--- config.mk ---
export PLATFORM = sky130hd
export DESIGN_NAME = mac_tx_arbiter
export DESIGN_NICKNAME = d
export VERILOG_FILES = /design/src/rtl/mac_tx_arbiter_pkg.sv /design/src/rtl/mac_tx_arbiter_rr_pick.sv /design/src/rtl/mac_tx_arbiter.sv
export SDC_FILE = /design/constraint.sdc
export NUM_CORES = 1
export LEC_CHECK = 0
export ABC_CLOCK_PERIOD_IN_PS = 2000
export BUFFER_PORTS_ARGS = -buffer_cell sky130_fd_sc_hd__buf_2
export CAP_MARGIN = 40
export CORE_MARGIN = 2
export CORE_UTILIZATION = 33
export CTS_BUF_LIST = sky130_fd_sc_hd__clkbuf_2
export CTS_CLUSTER_SIZE = 30
export DETAILED_ROUTE_END_ITERATION = 8
export PLACE_DENSITY = 0.67
export SKIP_LAST_GASP = 1
export SLEW_MARGIN = 20
export SYNTH_ARGS = -nofsm -noshare
export SYNTH_HDL_FRONTEND = slang
export SYNTH_HIERARCHICAL = 1
export SYNTH_SLANG_ARGS = --single-unit
--- constraint.sdc ---
create_clock -name clockMac -period 2 [get_ports clockMac]
set_input_delay 0.2 -clock clockMac [delete_from_list [all_inputs] [get_ports clockMac]]
set_output_delay 0.2 -clock clockMac [all_outputs]
set_load 0.005 [all_outputs]
--- src/rtl/mac_tx_arbiter_pkg.sv ---
// ---------------------------------------------------------------------------
// mac_tx_arbiter_pkg
// Shared definitions for the MAC TX arbitration slice: the Avalon-ST beat
// geometry of the MAC TX port, the arbiter state encoding, and a small
// modular-add helper used by the round-robin picker and pointer update.
// No ports (package).
// ---------------------------------------------------------------------------
package mac_tx_arbiter_pkg;

  localparam int MAC_DATA_W  = 64;
  localparam int MAC_EMPTY_W = 3;

  typedef enum logic {
    ST_IDLE = 1'b0,
    ST_BUSY = 1'b1
  } arbState_t;

  // (a + b) mod n for 0 <= a,b < n; avoids a real divider for non-power-of-2 n
  function automatic int wrapAdd(input int a, input int b, input int n);
    int s;
    s = a + b;
    return (s >= n) ? (s - n) : s;
  endfunction

endpackage

--- src/rtl/mac_tx_arbiter_rr_pick.sv ---
// ---------------------------------------------------------------------------
// rr_pick
// Combinational round-robin picker. Returns the first asserted request found
// when searching i_ptr, i_ptr+1, ... (mod NUM_REQ). Shared with the RX-side
// demux/scheduler blocks.
// Ports:
//   i_req    NUM_REQ  request vector
//   i_ptr    IDX_W    highest-priority index for this search
//   o_found  1        at least one request is asserted
//   o_index  IDX_W    index of the winning request (0 when none)
// ---------------------------------------------------------------------------
module rr_pick #(
  parameter int  NUM_REQ = 2,
  localparam int IDX_W   = (NUM_REQ > 1) ? $clog2(NUM_REQ) : 1
) (
  input  logic [NUM_REQ-1:0] i_req,
  input  logic [IDX_W-1:0]   i_ptr,
  output logic               o_found,
  output logic [IDX_W-1:0]   o_index
);

  import mac_tx_arbiter_pkg::*;

  logic [NUM_REQ-1:0] w_rot;

  // Rotate the request vector so that bit 0 is the requester at i_ptr;
  // duplicating the vector makes the rotate a plain right shift.
  assign w_rot = NUM_REQ'({i_req, i_req} >> i_ptr);

  // Scan from the far end towards offset 0 so the closest request to the
  // pointer is the last one written and therefore wins.
  always_comb begin
    o_found = 1'b0;
    o_index = '0;
    for (int i = NUM_REQ - 1; i >= 0; i--) begin
      if (w_rot[i]) begin
        o_found = 1'b1;
        o_index = IDX_W'(wrapAdd(int'(i_ptr), i, NUM_REQ));
      end
    end
  end

endmodule

--- src/rtl/mac_tx_arbiter.sv ---
// ---------------------------------------------------------------------------
// mac_tx_arbiter
// Packet-granular round-robin arbiter sharing one Avalon-ST MAC TX port among
// NUM_REQ packet sources. A grant is locked from SOP to the accepted EOP beat
// so packets never interleave. One registered output stage; sticky protocol
// error flags.
// Ports:
//   clockMac, resetMac          clock, synchronous active-high reset
//   req_valid/ready/sop/eop/error  per-requester Avalon-ST handshake and flags
//   req_data, req_empty         flattened per-requester beat payload
//   tx_valid/ready/sop/eop/error/data/empty  registered MAC TX stream
//   grant_id                    current or last granted requester
//   busy                        a packet grant is active
//   pkt_done                    pulse on acceptance of the granted EOP beat
//   err_clear                   clears sticky error flags (a new error wins)
//   err_orphan                  non-SOP beat seen while idle (beat dropped)
//   err_sop                     SOP seen inside a granted packet
// ---------------------------------------------------------------------------
module mac_tx_arbiter
  import mac_tx_arbiter_pkg::*;
#(
  parameter int  NUM_REQ = 2,
  parameter int  DATA_W  = MAC_DATA_W,
  parameter int  EMPTY_W = MAC_EMPTY_W,
  localparam int IDX_W   = (NUM_REQ > 1) ? $clog2(NUM_REQ) : 1
) (
  input  logic                       clockMac,
  input  logic                       resetMac,
  input  logic [NUM_REQ-1:0]         req_valid,
  output logic [NUM_REQ-1:0]         req_ready,
  input  logic [NUM_REQ-1:0]         req_sop,
  input  logic [NUM_REQ-1:0]         req_eop,
  input  logic [NUM_REQ-1:0]         req_error,
  input  logic [NUM_REQ*DATA_W-1:0]  req_data,
  input  logic [NUM_REQ*EMPTY_W-1:0] req_empty,
  output logic                       tx_valid,
  input  logic                       tx_ready,
  output logic                       tx_sop,
  output logic                       tx_eop,
  output logic                       tx_error,
  output logic [DATA_W-1:0]          tx_data,
  output logic [EMPTY_W-1:0]         tx_empty,
  output logic [IDX_W-1:0]           grant_id,
  output logic                       busy,
  output logic                       pkt_done,
  input  logic                       err_clear,
  output logic                       err_orphan,
  output logic                       err_sop
);

  arbState_t          r_state;
  arbState_t          w_stateNext;
  logic [IDX_W-1:0]   r_rrPtr;
  logic [IDX_W-1:0]   r_grantId;
  logic               r_firstBeat;

  logic               r_txValid;
  logic               r_txSop;
  logic               r_txEop;
  logic               r_txError;
  logic [DATA_W-1:0]  r_txData;
  logic [EMPTY_W-1:0] r_txEmpty;
  logic               r_errOrphan;
  logic               r_errSop;

  logic [NUM_REQ-1:0] w_sopReq;
  logic [NUM_REQ-1:0] w_orphanReq;
  logic               w_pickFound;
  logic [IDX_W-1:0]   w_pickIdx;
  logic               w_outFree;
  logic               w_gValid;
  logic               w_gSop;
  logic               w_gEop;
  logic               w_gError;
  logic [DATA_W-1:0]  w_gData;
  logic [EMPTY_W-1:0] w_gEmpty;
  logic [NUM_REQ-1:0] w_reqReady;
  logic               w_accept;
  logic               w_orphan;
  logic               w_midSop;
  logic               w_pktDone;

  // Only requesters opening a packet compete; a mid-packet beat seen while
  // idle has no owner and is drained as an orphan.
  assign w_sopReq    = req_valid & req_sop;
  assign w_orphanReq = req_valid & ~req_sop;

  rr_pick #(.NUM_REQ(NUM_REQ)) u_rrPick (
    .i_req   (w_sopReq),
    .i_ptr   (r_rrPtr),
    .o_found (w_pickFound),
    .o_index (w_pickIdx)
  );

  // Output register may take a new beat when empty or being drained.
  assign w_outFree = !r_txValid || tx_ready;

  // Grant mux: view of the currently granted requester's lane.
  assign w_gValid = req_valid[r_grantId];
  assign w_gSop   = req_sop[r_grantId];
  assign w_gEop   = req_eop[r_grantId];
  assign w_gError = req_error[r_grantId];
  assign w_gData  = req_data[int'(r_grantId)*DATA_W +: DATA_W];
  assign w_gEmpty = req_empty[int'(r_grantId)*EMPTY_W +: EMPTY_W];

  // Next-state and handshake decode. Idle cycles only arbitrate (and drain
  // orphans), which costs one bubble per packet but keeps the mux off the
  // arbitration path. Everything is held off while reset is asserted so
  // req_ready and pkt_done show their reset values during the reset cycle.
  always_comb begin
    w_stateNext = r_state;
    w_reqReady  = '0;
    w_accept    = 1'b0;
    w_orphan    = 1'b0;
    w_midSop    = 1'b0;
    w_pktDone   = 1'b0;
    if (!resetMac) begin
      case (r_state)
        ST_IDLE: begin
          w_reqReady = w_orphanReq;
          w_orphan   = |w_orphanReq;
          if (w_pickFound) w_stateNext = ST_BUSY;
        end
        ST_BUSY: begin
          w_reqReady[r_grantId] = w_outFree;
          w_accept = w_outFree && w_gValid;
          if (w_accept) begin
            w_midSop = w_gSop && !r_firstBeat;
            if (w_gEop) begin
              w_pktDone   = 1'b1;
              w_stateNext = ST_IDLE;
            end
          end
        end
        default: w_stateNext = ST_IDLE;
      endcase
    end
  end

  // Arbitration state: grant is latched at the pick and only released by an
  // accepted EOP; the pointer then moves just past the finished requester.
  // Error flags are sticky, and a new error in the clear cycle keeps the flag.
  always_ff @(posedge clockMac) begin
    if (resetMac) begin
      r_state     <= ST_IDLE;
      r_rrPtr     <= '0;
      r_grantId   <= '0;
      r_firstBeat <= 1'b1;
      r_errOrphan <= 1'b0;
      r_errSop    <= 1'b0;
    end else begin
      r_state <= w_stateNext;
      if (r_state == ST_IDLE && w_pickFound) begin
        r_grantId   <= w_pickIdx;
        r_firstBeat <= 1'b1;
      end
      if (w_accept) begin
        r_firstBeat <= 1'b0;
        if (w_gEop) r_rrPtr <= IDX_W'(wrapAdd(int'(r_grantId), 1, NUM_REQ));
      end
      r_errOrphan <= (r_errOrphan && !err_clear) || w_orphan;
      r_errSop    <= (r_errSop && !err_clear) || w_midSop;
    end
  end

  // Output stage: holds while the MAC stalls. A stray SOP inside a packet is
  // still forwarded but flagged as an errored beat, and the empty field is
  // only meaningful on EOP so it is zeroed elsewhere.
  always_ff @(posedge clockMac) begin
    if (resetMac) begin
      r_txValid <= 1'b0;
      r_txSop   <= 1'b0;
      r_txEop   <= 1'b0;
      r_txError <= 1'b0;
      r_txData  <= '0;
      r_txEmpty <= '0;
    end else if (w_outFree) begin
      if (w_accept) begin
        r_txValid <= 1'b1;
        r_txSop   <= w_gSop;
        r_txEop   <= w_gEop;
        r_txError <= w_gError || w_midSop;
        r_txData  <= w_gData;
        r_txEmpty <= w_gEop ? w_gEmpty : '0;
      end else begin
        r_txValid <= 1'b0;
      end
    end
  end

  assign req_ready  = w_reqReady;
  assign tx_valid   = r_txValid;
  assign tx_sop     = r_txSop;
  assign tx_eop     = r_txEop;
  assign tx_error   = r_txError;
  assign tx_data    = r_txData;
  assign tx_empty   = r_txEmpty;
  assign grant_id   = r_grantId;
  assign busy       = (r_state == ST_BUSY);
  assign pkt_done   = w_pktDone;
  assign err_orphan = r_errOrphan;
  assign err_sop    = r_errSop;

endmodule

==> run summary <==
Avg Cell Area, Syn = 10.02 sq um
Syn Std Cell Area = 0.003618 sq mm
Layout cells sized above 1 = 0.4422
Post-CTS Setup Inserts = 0
CP Capture Type = flop
Placed cell area = 0.004837 sq mm
Hold Crit Start = req_data[78]
Vias per inst = 4.763
RSZ-0062 raised after global routing = no
DRC viols = 0
Final WL = 11520 microns
Sequential share of power = 0.489
Cell area after layout = 0.005772 sq mm
Slew HR = 0.6730
Site row count = 38
Final Net Count = 790
Arr. time, crit path = 2260 ps
R2R cell count = 4
Clock transition at path regs = 200 ps
Worst-margin pin slew = 490.5 ps
Vias in the first global route = 3748
CTS max path bufs = 2
Clk_lat worst skew = 510 ps
Die ar. = 0.01182 sq mm
CP startpoint = grant_id
CTS tree = yes
Worst Setup Path Type = reg2reg
Hold Slack = 43.22 ps
Status = finished clean
CP Max Fanout = 38
Max_cap viols = 0
Synth Warn # = 6
Final core occ = 0.5371
Iter 0 DRT Violations = 133
Total power = 3.489 mW
Number of flip-flops in the largest register = 64
Critical Path End = tx_data[60]
Area growth syn-to-layout = 59.51%
Syn Inst Count = 361
First drt pass iteration count = 4
Tmin final = 1861 ps
Internal reg-to-reg setup slack = 140 ps
LEAKAGE = 2.463 nW
Io pins = 224
Final period utilization = 0.9304
TNS Setup = 0 ps
Hold crit path type = in2reg
Final Setup Violations = 0
Initial Utilization = 0.3367
Vias = 3763
Logic pwr share = 0.248
Max-slew violation count = 0
Setup crit start kind = flop
Average wire per standard cell = 14.58 microns
Pwr dens = 604.6 mW/mm^2
Endpoints failing hold = 0
Pin count of the biggest net entering global routing = 63
GRT overflow = 0
RR Endpoint = tx_data[60]
Final setup skew = 33.18 ps
Worst IR Drop VDD = 0.2891 mV
Synthesis-stage register bit count = 77
Internal Power = 2.516 mW
CTS sink count = 77
Core region area = 0.01075 sq mm
P_sw = 0.9734 mW
Hpwl dp = 7146 microns
Reg2reg start = grant_id
Initial antenna violation count = 1
GR Util All Layers = 0.1871
Die width = 108.7 microns
H-tree levels = 3
CTS buffer count = 9
Final RePlAce weighted congestion = 0.7232
Synth cell types = 25
Syn Nets = 507
Worst path required time = 2400 ps
Switching Fraction = 0.2790
Root Driver = clkbuf_2
Antenna viol nets, final = 0
Register area share after synthesis = 0.4260
Clock group share of total power = 0.263
Max Freq = 0.5374 GHz
First-pass GRT wire length = 17350 microns
Die Y = 108.7 microns
Port bufs = 223
metrics by stage:
stage	std cells	worst slack (ps)
3_3_place_gp	697	349.3
2_1_floorplan	361	455.6
4_1_cts	787	37.26
5_1_grt	790	11.08
6_report	790	139.1
3_5_place_dp	697	316.7
area by class of cell:
cell class | instances | area [sq um]
clock inverters | 7 | 80.08
well taps | 140 | 175.2
inverters | 2 | 7.507
repair buffers | 306 | 2014
flip-flops and latches | 77 | 1546
fillers | 1007 | 4974
diodes | 1 | 2.502
clock buffers | 9 | 45.04
multi-input cells | 248 | 1901
layer usage:
metal,GRT usage,routed length (microns)
met5,0,0
met4,0.08333,227
met3,0.02929,631
met2,0.3554,5932
met1,0.2025,4728
logic make-up after synthesis:
family | share of synthesized area
AO/OA/AOI/OAI | 0.2258
buffers and inverters | 0.04979
flip-flops | 0.4260
multiplexers | 0.1881
AND/OR/NAND/NOR | 0.1103
power groups by stage:
stage	clock, mW	combinational [mW]	sequential [mW]
final	0.918	0.865	1.71
after global routing	1.02	0.954	1.72
after CTS	0.955	0.856	1.71
after detailed placement	0	0.723	1.74
after global placement	0	0.700	1.73
after floorplan	0	0.395	1.74
Yosys cell counts:
cell type	n	area, sq um
a211o_1	1	8.760
a211oi_1	29	217.7
nand2b_1	5	31.28
a32oi_1	3	26.28
nor2b_1	2	12.51
and3b_1	1	8.760
buf_2	18	90.09
and2_1	2	12.51
buf_4	6	45.04
a22oi_1	1	7.510
a21boi_1	1	7.510
a21oi_1	5	25.02
nand2_1	5	18.77
dfxtp_1	77	1541
nor2_1	79	296.5
o32ai_1	1	8.760
nor3_1	1	5.000
mux2i_1	68	680.7
o22a_1	1	8.760
inv_1	2	7.510
clkbuf_1	10	37.54
a211oi_2	40	500.5
a31oi_1	1	6.260
or2_1	1	6.260
nand3b_1	1	7.510
worst max-delay path, cell delays in order, from the launching register on:
cell	delay, ps
dfxtp_4	440
bufbuf_16	420
mux2i_1	230
dlygate4sd3_1	600
a211oi_2	70
repair_timing:
item | in CTS | in global routing
gates cloned | 1 | 1
endpoints found under the hold margin | 41 | 1
resized for setup | 1 | 1
hold buffers | 73 | 1
setup endpoints to repair | 1 | 1
worst min-delay path by stage:
stage                        endpoint  slack [ps]  cells after the start
after floorplan            err_orphan         400                      3
after global placement         tx_eop         450                      2
after detailed placement       tx_eop         460                      2
after CTS                 tx_data[45]         0.8                      3
after global routing      tx_data[14]         0.5                      3
final                     tx_data[14]          40                      3
cell usage in the layout (no fill, tap or decap), drive strengths merged, types with 2 or more instances in the layout:
cell         count
mux2i           68
clkinv           5
nand2b           5
nor2            79
a211oi          69
buf            230
clkbuf          10
inv              2
bufinv           2
a32oi            3
nand2            5
and2             2
dlygate4sd3     74
nor2b            2
a21oi            5
dfxtp           77
Note: power is estimated with default switching activity, not from simulation.
